`src/rtl/ddr_port1_reader.sv`:
```
// Purpose: streams the frame buffer out of MCB port 1 to the HDMI line buffer, one burst outstanding.
// Latency: FIFO pop -> pix_valid 1 cycle; last pop of a burst -> next command strobe 2 cycles.
// Backpressure: pix_ready low holds pix_data and stops pops; p1_cmd_full stalls command issue.
module ddr_port1_reader #(
    parameter int unsigned FRAME_WORDS = 307200,
    parameter int unsigned BURST_LEN   = 32,
    parameter logic [29:0] BASE_ADDR   = 30'h0
) (
    input  logic        clk,
    input  logic        reset,
    input  logic        mem_calib_done,
    input  logic        frame_start,
    input  logic        p1_cmd_full,
    output logic        p1_cmd_en,
    output logic [2:0]  p1_cmd_instr,
    output logic [5:0]  p1_cmd_bl,
    output logic [29:0] p1_cmd_byte_addr,
    input  logic [31:0] p1_rd_data,
    input  logic        p1_rd_empty,
    output logic        p1_rd_en,
    output logic [31:0] pix_data,
    output logic        pix_valid,
    input  logic        pix_ready,
    output logic        frame_done,
    output logic        underrun
);
    localparam int IW = $clog2(FRAME_WORDS + 1);
    localparam logic [IW-1:0] FW_I      = IW'(FRAME_WORDS);
    localparam logic [IW-1:0] BL_I      = IW'(BURST_LEN);
    localparam logic [6:0]    LAST_BEAT = 7'(BURST_LEN - 1);

    localparam logic [2:0] WAIT_CALIB = 3'd0;
    localparam logic [2:0] IDLE       = 3'd1;
    localparam logic [2:0] ISSUE      = 3'd2;
    localparam logic [2:0] DRAIN      = 3'd3;
    localparam logic [2:0] FLUSH      = 3'd4;

    logic [2:0]    state;
    logic [IW-1:0] word_idx;
    logic [6:0]    beat_cnt;
    logic          pix_last;
    logic          burst_end;
    logic          frame_end;
    logic          pix_take;

    assign p1_cmd_instr = 3'b001;
    assign p1_cmd_bl    = 6'(BURST_LEN - 1);

    always_comb begin
        p1_rd_en = 1'b0;
        if (state == DRAIN)
            p1_rd_en = !p1_rd_empty && (!pix_valid || pix_ready);
        else if (state == FLUSH)
            p1_rd_en = !p1_rd_empty;
    end

    assign burst_end = p1_rd_en && (beat_cnt == LAST_BEAT);
    assign frame_end = (word_idx + BL_I) == FW_I;
    assign pix_take  = pix_valid && pix_ready;

    always_ff @(posedge clk) begin
        if (reset) begin
            state            <= WAIT_CALIB;
            word_idx         <= '0;
            beat_cnt         <= '0;
            p1_cmd_en        <= 1'b0;
            p1_cmd_byte_addr <= BASE_ADDR;
            pix_data         <= '0;
            pix_valid        <= 1'b0;
            pix_last         <= 1'b0;
            frame_done       <= 1'b0;
            underrun         <= 1'b0;
        end else begin
            p1_cmd_en  <= 1'b0;
            frame_done <= pix_take && pix_last;
            if (pix_take) begin
                pix_valid <= 1'b0;
                pix_last  <= 1'b0;
            end
            // Starving the consumer counts only once the frame has produced its first word.
            if ((state == ISSUE || state == DRAIN) && pix_ready && !pix_valid &&
                (word_idx != '0 || beat_cnt != '0))
                underrun <= 1'b1;

            case (state)
                WAIT_CALIB: begin
                    if (mem_calib_done)
                        state <= IDLE;
                end
                IDLE: begin
                    if (frame_start) begin
                        word_idx <= '0;
                        beat_cnt <= '0;
                        underrun <= 1'b0;
                        state    <= ISSUE;
                    end
                end
                ISSUE: begin
                    if (frame_start) begin
                        word_idx <= '0;
                        beat_cnt <= '0;
                        underrun <= 1'b0;
                    end else if (!p1_cmd_full) begin
                        p1_cmd_en        <= 1'b1;
                        p1_cmd_byte_addr <= BASE_ADDR + (30'(word_idx) << 2);
                        beat_cnt         <= '0;
                        state            <= DRAIN;
                    end
                end
                DRAIN: begin
                    if (p1_rd_en)
                        beat_cnt <= beat_cnt + 7'd1;
                    if (frame_start) begin
                        // Drop the pending word; remaining beats are drained in FLUSH.
                        pix_valid <= 1'b0;
                        pix_last  <= 1'b0;
                        underrun  <= 1'b0;
                        if (burst_end) begin
                            beat_cnt <= '0;
                            word_idx <= '0;
                            state    <= ISSUE;
                        end else begin
                            state <= FLUSH;
                        end
                    end else if (p1_rd_en) begin
                        pix_data  <= p1_rd_data;
                        pix_valid <= 1'b1;
                        pix_last  <= burst_end && frame_end;
                        if (burst_end) begin
                            beat_cnt <= '0;
                            word_idx <= word_idx + BL_I;
                            state    <= frame_end ? IDLE : ISSUE;
                        end
                    end
                end
                FLUSH: begin
                    pix_valid <= 1'b0;
                    pix_last  <= 1'b0;
                    if (p1_rd_en)
                        beat_cnt <= beat_cnt + 7'd1;
                    if (burst_end) begin
                        beat_cnt <= '0;
                        word_idx <= '0;
                        underrun <= 1'b0;
                        state    <= ISSUE;
                    end
                end
                default: state <= WAIT_CALIB;
            endcase
        end
    end
endmodule

```
`config.mk`:
```
export PLATFORM = sky130hd
export DESIGN_NAME = ddr_port1_reader
export DESIGN_NICKNAME = d
export VERILOG_FILES = /design/src/rtl/ddr_port1_reader.sv
export SDC_FILE = /design/constraint.sdc
export NUM_CORES = 1
export LEC_CHECK = 0
export ABC_CLOCK_PERIOD_IN_PS = 3100
export CAP_MARGIN = 20
export CORE_MARGIN = 2
export CORE_UTILIZATION = 48
export DETAILED_ROUTE_END_ITERATION = 10
export GPL_TIMING_DRIVEN = 0
export PLACE_DENSITY = 0.79
export SLEW_MARGIN = 20
export SYNTH_ARGS = -nofsm -noshare
export SYNTH_HDL_FRONTEND = slang
export SYNTH_SLANG_ARGS = --single-unit
```
`constraint.sdc`:
```
create_clock -name clk -period 3.1 [get_ports clk]
set_input_delay 0.31 -clock clk [delete_from_list [all_inputs] [get_ports clk]]
set_output_delay 0.31 -clock clk [all_outputs]
set_load 0.02 [all_outputs]
```
==> report_table.html <==
<table>
<tr><th>Metric</th><th>Value</th></tr>
<tr><th colspan="2">Finish</th></tr>
<tr><td>Combined flip-flop and latch cell area</td><td>roughly 1700 sq um</td></tr>
<tr><td>Combined area of the multi-input logic cells</td><td>1970 sq um</td></tr>
<tr><td>Filler Cell Count</td><td>around 720</td></tr>
<tr><td>Number of diodes added for antenna fixing</td><td>0</td></tr>
<tr><td>Net total in the final layout</td><td>~670</td></tr>
<tr><td>Final Core Density</td><td>65.5%</td></tr>
<tr><td>Area delta synth-&gt;final</td><td>33.6%</td></tr>
<tr><td>Share of layout cells above drive strength 1</td><td>under 10%</td></tr>
<tr><th colspan="2">Floorplanning</th></tr>
<tr><td>Die Span X</td><td>between 90 and 100 microns</td></tr>
<tr><td>Die Y</td><td>95.2 microns</td></tr>
<tr><td>Site row count</td><td>33</td></tr>
<tr><td>Number of primary I/O pins</td><td>115</td></tr>
<tr><td>Die area</td><td>9060 sq um</td></tr>
<tr><td>Initial Util</td><td>around half</td></tr>
<tr><td>Core region area</td><td>just over 8000 sq um</td></tr>
<tr><th colspan="2">Setup path</th></tr>
<tr><td>CP Max Fanout</td><td>9</td></tr>
<tr><td>Worst path required time</td><td>between 3000 and 4000 ps</td></tr>
<tr><td>Critical path class</td><td>flip-flop to flip-flop</td></tr>
<tr><td>Crit path launch type</td><td>flip-flop</td></tr>
<tr><td>Data arrival, critical path</td><td>3070 ps</td></tr>
<tr><td>Kind of capture point of the worst setup path</td><td>flip-flop</td></tr>
<tr><th colspan="2">Timing</th></tr>
<tr><td>Final period util</td><td>slightly above 90%</td></tr>
<tr><td>Final setup violation count</td><td>0</td></tr>
<tr><td>Period minus WS final</td><td>2810 ps</td></tr>
<tr><td>Timing-limited maximum frequency</td><td>between 0.3 and 0.4 GHz</td></tr>
<tr><td>Slew HR</td><td>a little over two fifths</td></tr>
<tr><td>Clock Skew</td><td>roughly 13 ps</td></tr>
<tr><td>Number of hold violations in the final report</td><td>0</td></tr>
<tr><td>Accumulated negative setup slack</td><td>0 ps</td></tr>
<tr><td>Unrepaired setup endpoints after global routing</td><td>false</td></tr>
<tr><td>Final number of max-transition violations</td><td>0</td></tr>
<tr><td>Measured slew at the worst slew-check pin</td><td>869 ps</td></tr>
<tr><th colspan="2">Global routing</th></tr>
<tr><td>Leftover overflow at the end of global routing</td><td>0</td></tr>
<tr><td>Number of global-route vias before repair</td><td>between 3000 and 4000</td></tr>
<tr><td>Largest net degree at the start of global routing</td><td>19</td></tr>
<tr><td>Global-route wire length before repair</td><td>16.6 mm</td></tr>
<tr><td>Total Routing Usage GR</td><td>23.3%</td></tr>
<tr><td>Number of antenna violations at the first check in global routing</td><td>0</td></tr>
<tr><th colspan="2">Power and ir drop</th></tr>
<tr><td>Pwr Density</td><td>between 400 and 500 nW/um^2</td></tr>
<tr><td>Peak supply drop</td><td>~0.25 mV</td></tr>
<tr><td>Lkg Pwr</td><td>approximately 1.9 nW</td></tr>
<tr><th colspan="2">Drt</th></tr>
<tr><td>Number of DRC violations after detailed routing</td><td>0</td></tr>
<tr><td>Wire length per cell</td><td>between 10 and 15 microns</td></tr>
<tr><td>Via-per-instance ratio</td><td>roughly 5.3</td></tr>
<tr><td>Violation count after the first detailed-routing iteration</td><td>~210</td></tr>
<tr><td>Total Wirelength</td><td>between 10 and 15 mm</td></tr>
<tr><td>Total vias in the final route</td><td>between 3000 and 4000</td></tr>
<tr><td>Final antenna-violating net count</td><td>0</td></tr>
<tr><td>Length of the first detailed-routing pass in iterations</td><td>5</td></tr>
<tr><th colspan="2">Clock tree</th></tr>
<tr><td>CTS tree</td><td>built</td></tr>
<tr><td>Later-pin clock latency in the skew report</td><td>between 300 and 400 ps</td></tr>
<tr><td>Clk sinks</td><td>85</td></tr>
<tr><td>Maximum root-to-sink buffer count</td><td>2</td></tr>
<tr><td>Post_cts resized</td><td>0</td></tr>
<tr><td>Clock-pin slew on the worst setup and hold paths</td><td>approximately 90 ps</td></tr>
<tr><td>CTS Buf Count</td><td>9</td></tr>
<tr><td>Clock tree root buffer cell</td><td>sky130_fd_sc_hd__clkbuf_8</td></tr>
<tr><td>Hold bufs inserted after CTS</td><td>0</td></tr>
<tr><td>CTS HTree Levels</td><td>3</td></tr>
<tr><td>Setup bufs post-CTS</td><td>0</td></tr>
<tr><th colspan="2">Outcome</th></tr>
<tr><td>Status</td><td>completed</td></tr>
<tr><th colspan="2">Synth</th></tr>
<tr><td>Main synth FF type</td><td>sky130_fd_sc_hd__dfxtp_1</td></tr>
<tr><td>Syn Inst Count</td><td>about 510</td></tr>
<tr><td>Mapped Area</td><td>~4000 sq um</td></tr>
<tr><td>Number of distinct library cell variants in the gate-level netlist after synthesis</td><td>53</td></tr>
<tr><td>Post-synthesis async set-or-reset flop share</td><td>0%</td></tr>
<tr><td>Register bit count reported by yosys</td><td>between 80 and 90</td></tr>
<tr><td>Sequential area share after synthesis</td><td>approximately 43%</td></tr>
<tr><td>Total of warnings raised by yosys</td><td>0</td></tr>
<tr><td>Number of enable-type register cells in the synthesized netlist</td><td>0</td></tr>
<tr><td>Syn avg cell area</td><td>approximately 7.9 sq um</td></tr>
<tr><th colspan="2">Min path</th></tr>
<tr><td>Path type of the worst min-delay path</td><td>flip-flop to flip-flop</td></tr>
<tr><th colspan="2">Place</th></tr>
<tr><td>Dpl hpwl</td><td>about 7.7 mm</td></tr>
<tr><td>Global placement routability congestion</td><td>slightly above 0.9</td></tr>
<tr><td>Port-buffer cells</td><td>94</td></tr>
<tr><th colspan="2">Job</th></tr>
<tr><td>Maximum Capacitance Violations</td><td>0</td></tr>
</table>
Yosys cell counts (4+ instances only):
| master | instances | area [sq um] |
|---|---|---|
| sky130_fd_sc_hd__nor4_1 | 6 | 37.5 |
| sky130_fd_sc_hd__nor2b_1 | 4 | 25.0 |
| sky130_fd_sc_hd__inv_1 | 8 | 30.0 |
| sky130_fd_sc_hd__clkbuf_1 | 22 | 82.6 |
| sky130_fd_sc_hd__nor3_1 | 11 | 55.1 |
| sky130_fd_sc_hd__xnor2_1 | 8 | 70.1 |
| sky130_fd_sc_hd__and3_1 | 7 | 43.8 |
| sky130_fd_sc_hd__nand3_1 | 10 | 50.1 |
| sky130_fd_sc_hd__a31oi_1 | 5 | 31.3 |
| sky130_fd_sc_hd__a21oi_1 | 72 | 360 |
| sky130_fd_sc_hd__nand4_1 | 5 | 31.3 |
| sky130_fd_sc_hd__or3_1 | 7 | 43.8 |
| sky130_fd_sc_hd__buf_4 | 25 | 188 |
| sky130_fd_sc_hd__nor2_1 | 31 | 116 |
| sky130_fd_sc_hd__o21ai_0 | 20 | 100 |
| sky130_fd_sc_hd__buf_6 | 5 | 56.3 |
| sky130_fd_sc_hd__o31ai_1 | 4 | 30.0 |
| sky130_fd_sc_hd__nand2_1 | 115 | 432 |
| sky130_fd_sc_hd__nand3b_1 | 5 | 37.5 |
| sky130_fd_sc_hd__dfxtp_1 | 85 | 1700 |
stage by stage:
stage	std cells	area, sq um	setup WS, ps	hold WS (ps)	power, mW
floorplan	526	4060	694	440	1.32
global placement	725	5130	384	441	1.43
detailed placement	725	5130	317	447	1.43
CTS	741	5330	314	460	2.19
global route	741	5330	182	464	2.27
finish	741	5330	287	458	2.19
layout by cell type (no fill, tap or decap), drive strengths merged, types with 3 or more instances in the layout:
cell type        n
a211oi           3
a21oi           72
a31oi            5
and3            10
buf             31
clkbuf          33
clkdlybuf4s50   94
clkinv           4
conb            20
dfxtp           85
ha               3
inv             11
nand2          115
nand2b           3
nand3           12
nand3b           5
nand4            5
nor2            32
nor2b            4
nor3            12
nor3b            3
nor4             7
o21ai           20
o31ai            4
or3              7
or4              4
xnor2            8
xor2             3
routing by layer:
metal,vias up,routed length [microns],GRT usage (%)
met5,-,0,0
met4,0,276,8.94
met3,28,744,6.32
met2,164,4990,39.8
met1,1781,4270,27.7
li1,1954,-,-
area by class of cell:
type / instances / area share [%]
clock inverter: 7 / 1.43
sequential: 85 / 31.9
buffer: 55 / 6.74
timing repair buffer: 94 / 17.7
inverter: 8 / 0.563
clock buffer: 9 / 2.32
tap: 105 / 2.46
multi-input combinational: 378 / 36.9
final timing paths:
kind | start | end | slack (ps) | cells past startpoint
hold / removal | p1_cmd_byte_addr[12]$_SDFFE_PP0P_ | p1_cmd_byte_addr[12]$_SDFFE_PP0P_ | 460 | 2
setup / recovery | word_idx[5]$_SDFFE_PP0P_ | state[1]$_SDFFE_PP0P_ | 290 | 8
hold reg to reg | p1_cmd_byte_addr[12]$_SDFFE_PP0P_ | p1_cmd_byte_addr[12]$_SDFFE_PP0P_ | 460 | 2
setup reg to reg | word_idx[5]$_SDFFE_PP0P_ | state[1]$_SDFFE_PP0P_ | 290 | 8
flip-flops by register name, indices dropped and copies added, names as in the netlist:
register and cells:
pix_data 32, pix_last 1, underrun 1, p1_cmd_en 1, state 3, p1_cmd_byte_addr 19
beat_cnt 7, pix_valid 1, frame_done 1, word_idx 19
where the power goes:
group | switching (mW) | internal, mW | leakage (nW)
Clock | 0.455 | 0.318 | 0.102
Sequential | 0.00938 | 1.10 | 0.685
Combinational | 0.177 | 0.124 | 1.11
Total | 0.641 | 1.55 | 1.90
worst max-delay path, stage by stage, from the launching register on:
cell and delay, ps:
sky130_fd_sc_hd__dfxtp_1 510, sky130_fd_sc_hd__ha_1 210, sky130_fd_sc_hd__buf_4 160, sky130_fd_sc_hd__nand3_4 100, sky130_fd_sc_hd__nor2_1 310, sky130_fd_sc_hd__o211ai_1 140, sky130_fd_sc_hd__or4_1 440, sky130_fd_sc_hd__a2111o_1 470
sky130_fd_sc_hd__o311a_1 370
logic make-up after synthesis:
logic type / Yosys count / share of synthesized area [%]
muxes: 1 / 0.251
DFF: 85 / 42.6
and+or+nand+nor: 226 / 27.4
buffers and inverters: 63 / 9.75
AOI/OAI and AO/OA: 117 / 16.4
xor gates and xnor gates: 11 / 2.41
other: 2 / 0.188
adders and majority gates: 3 / 0.941
Note: power is estimated with default switching activity, not from simulation.
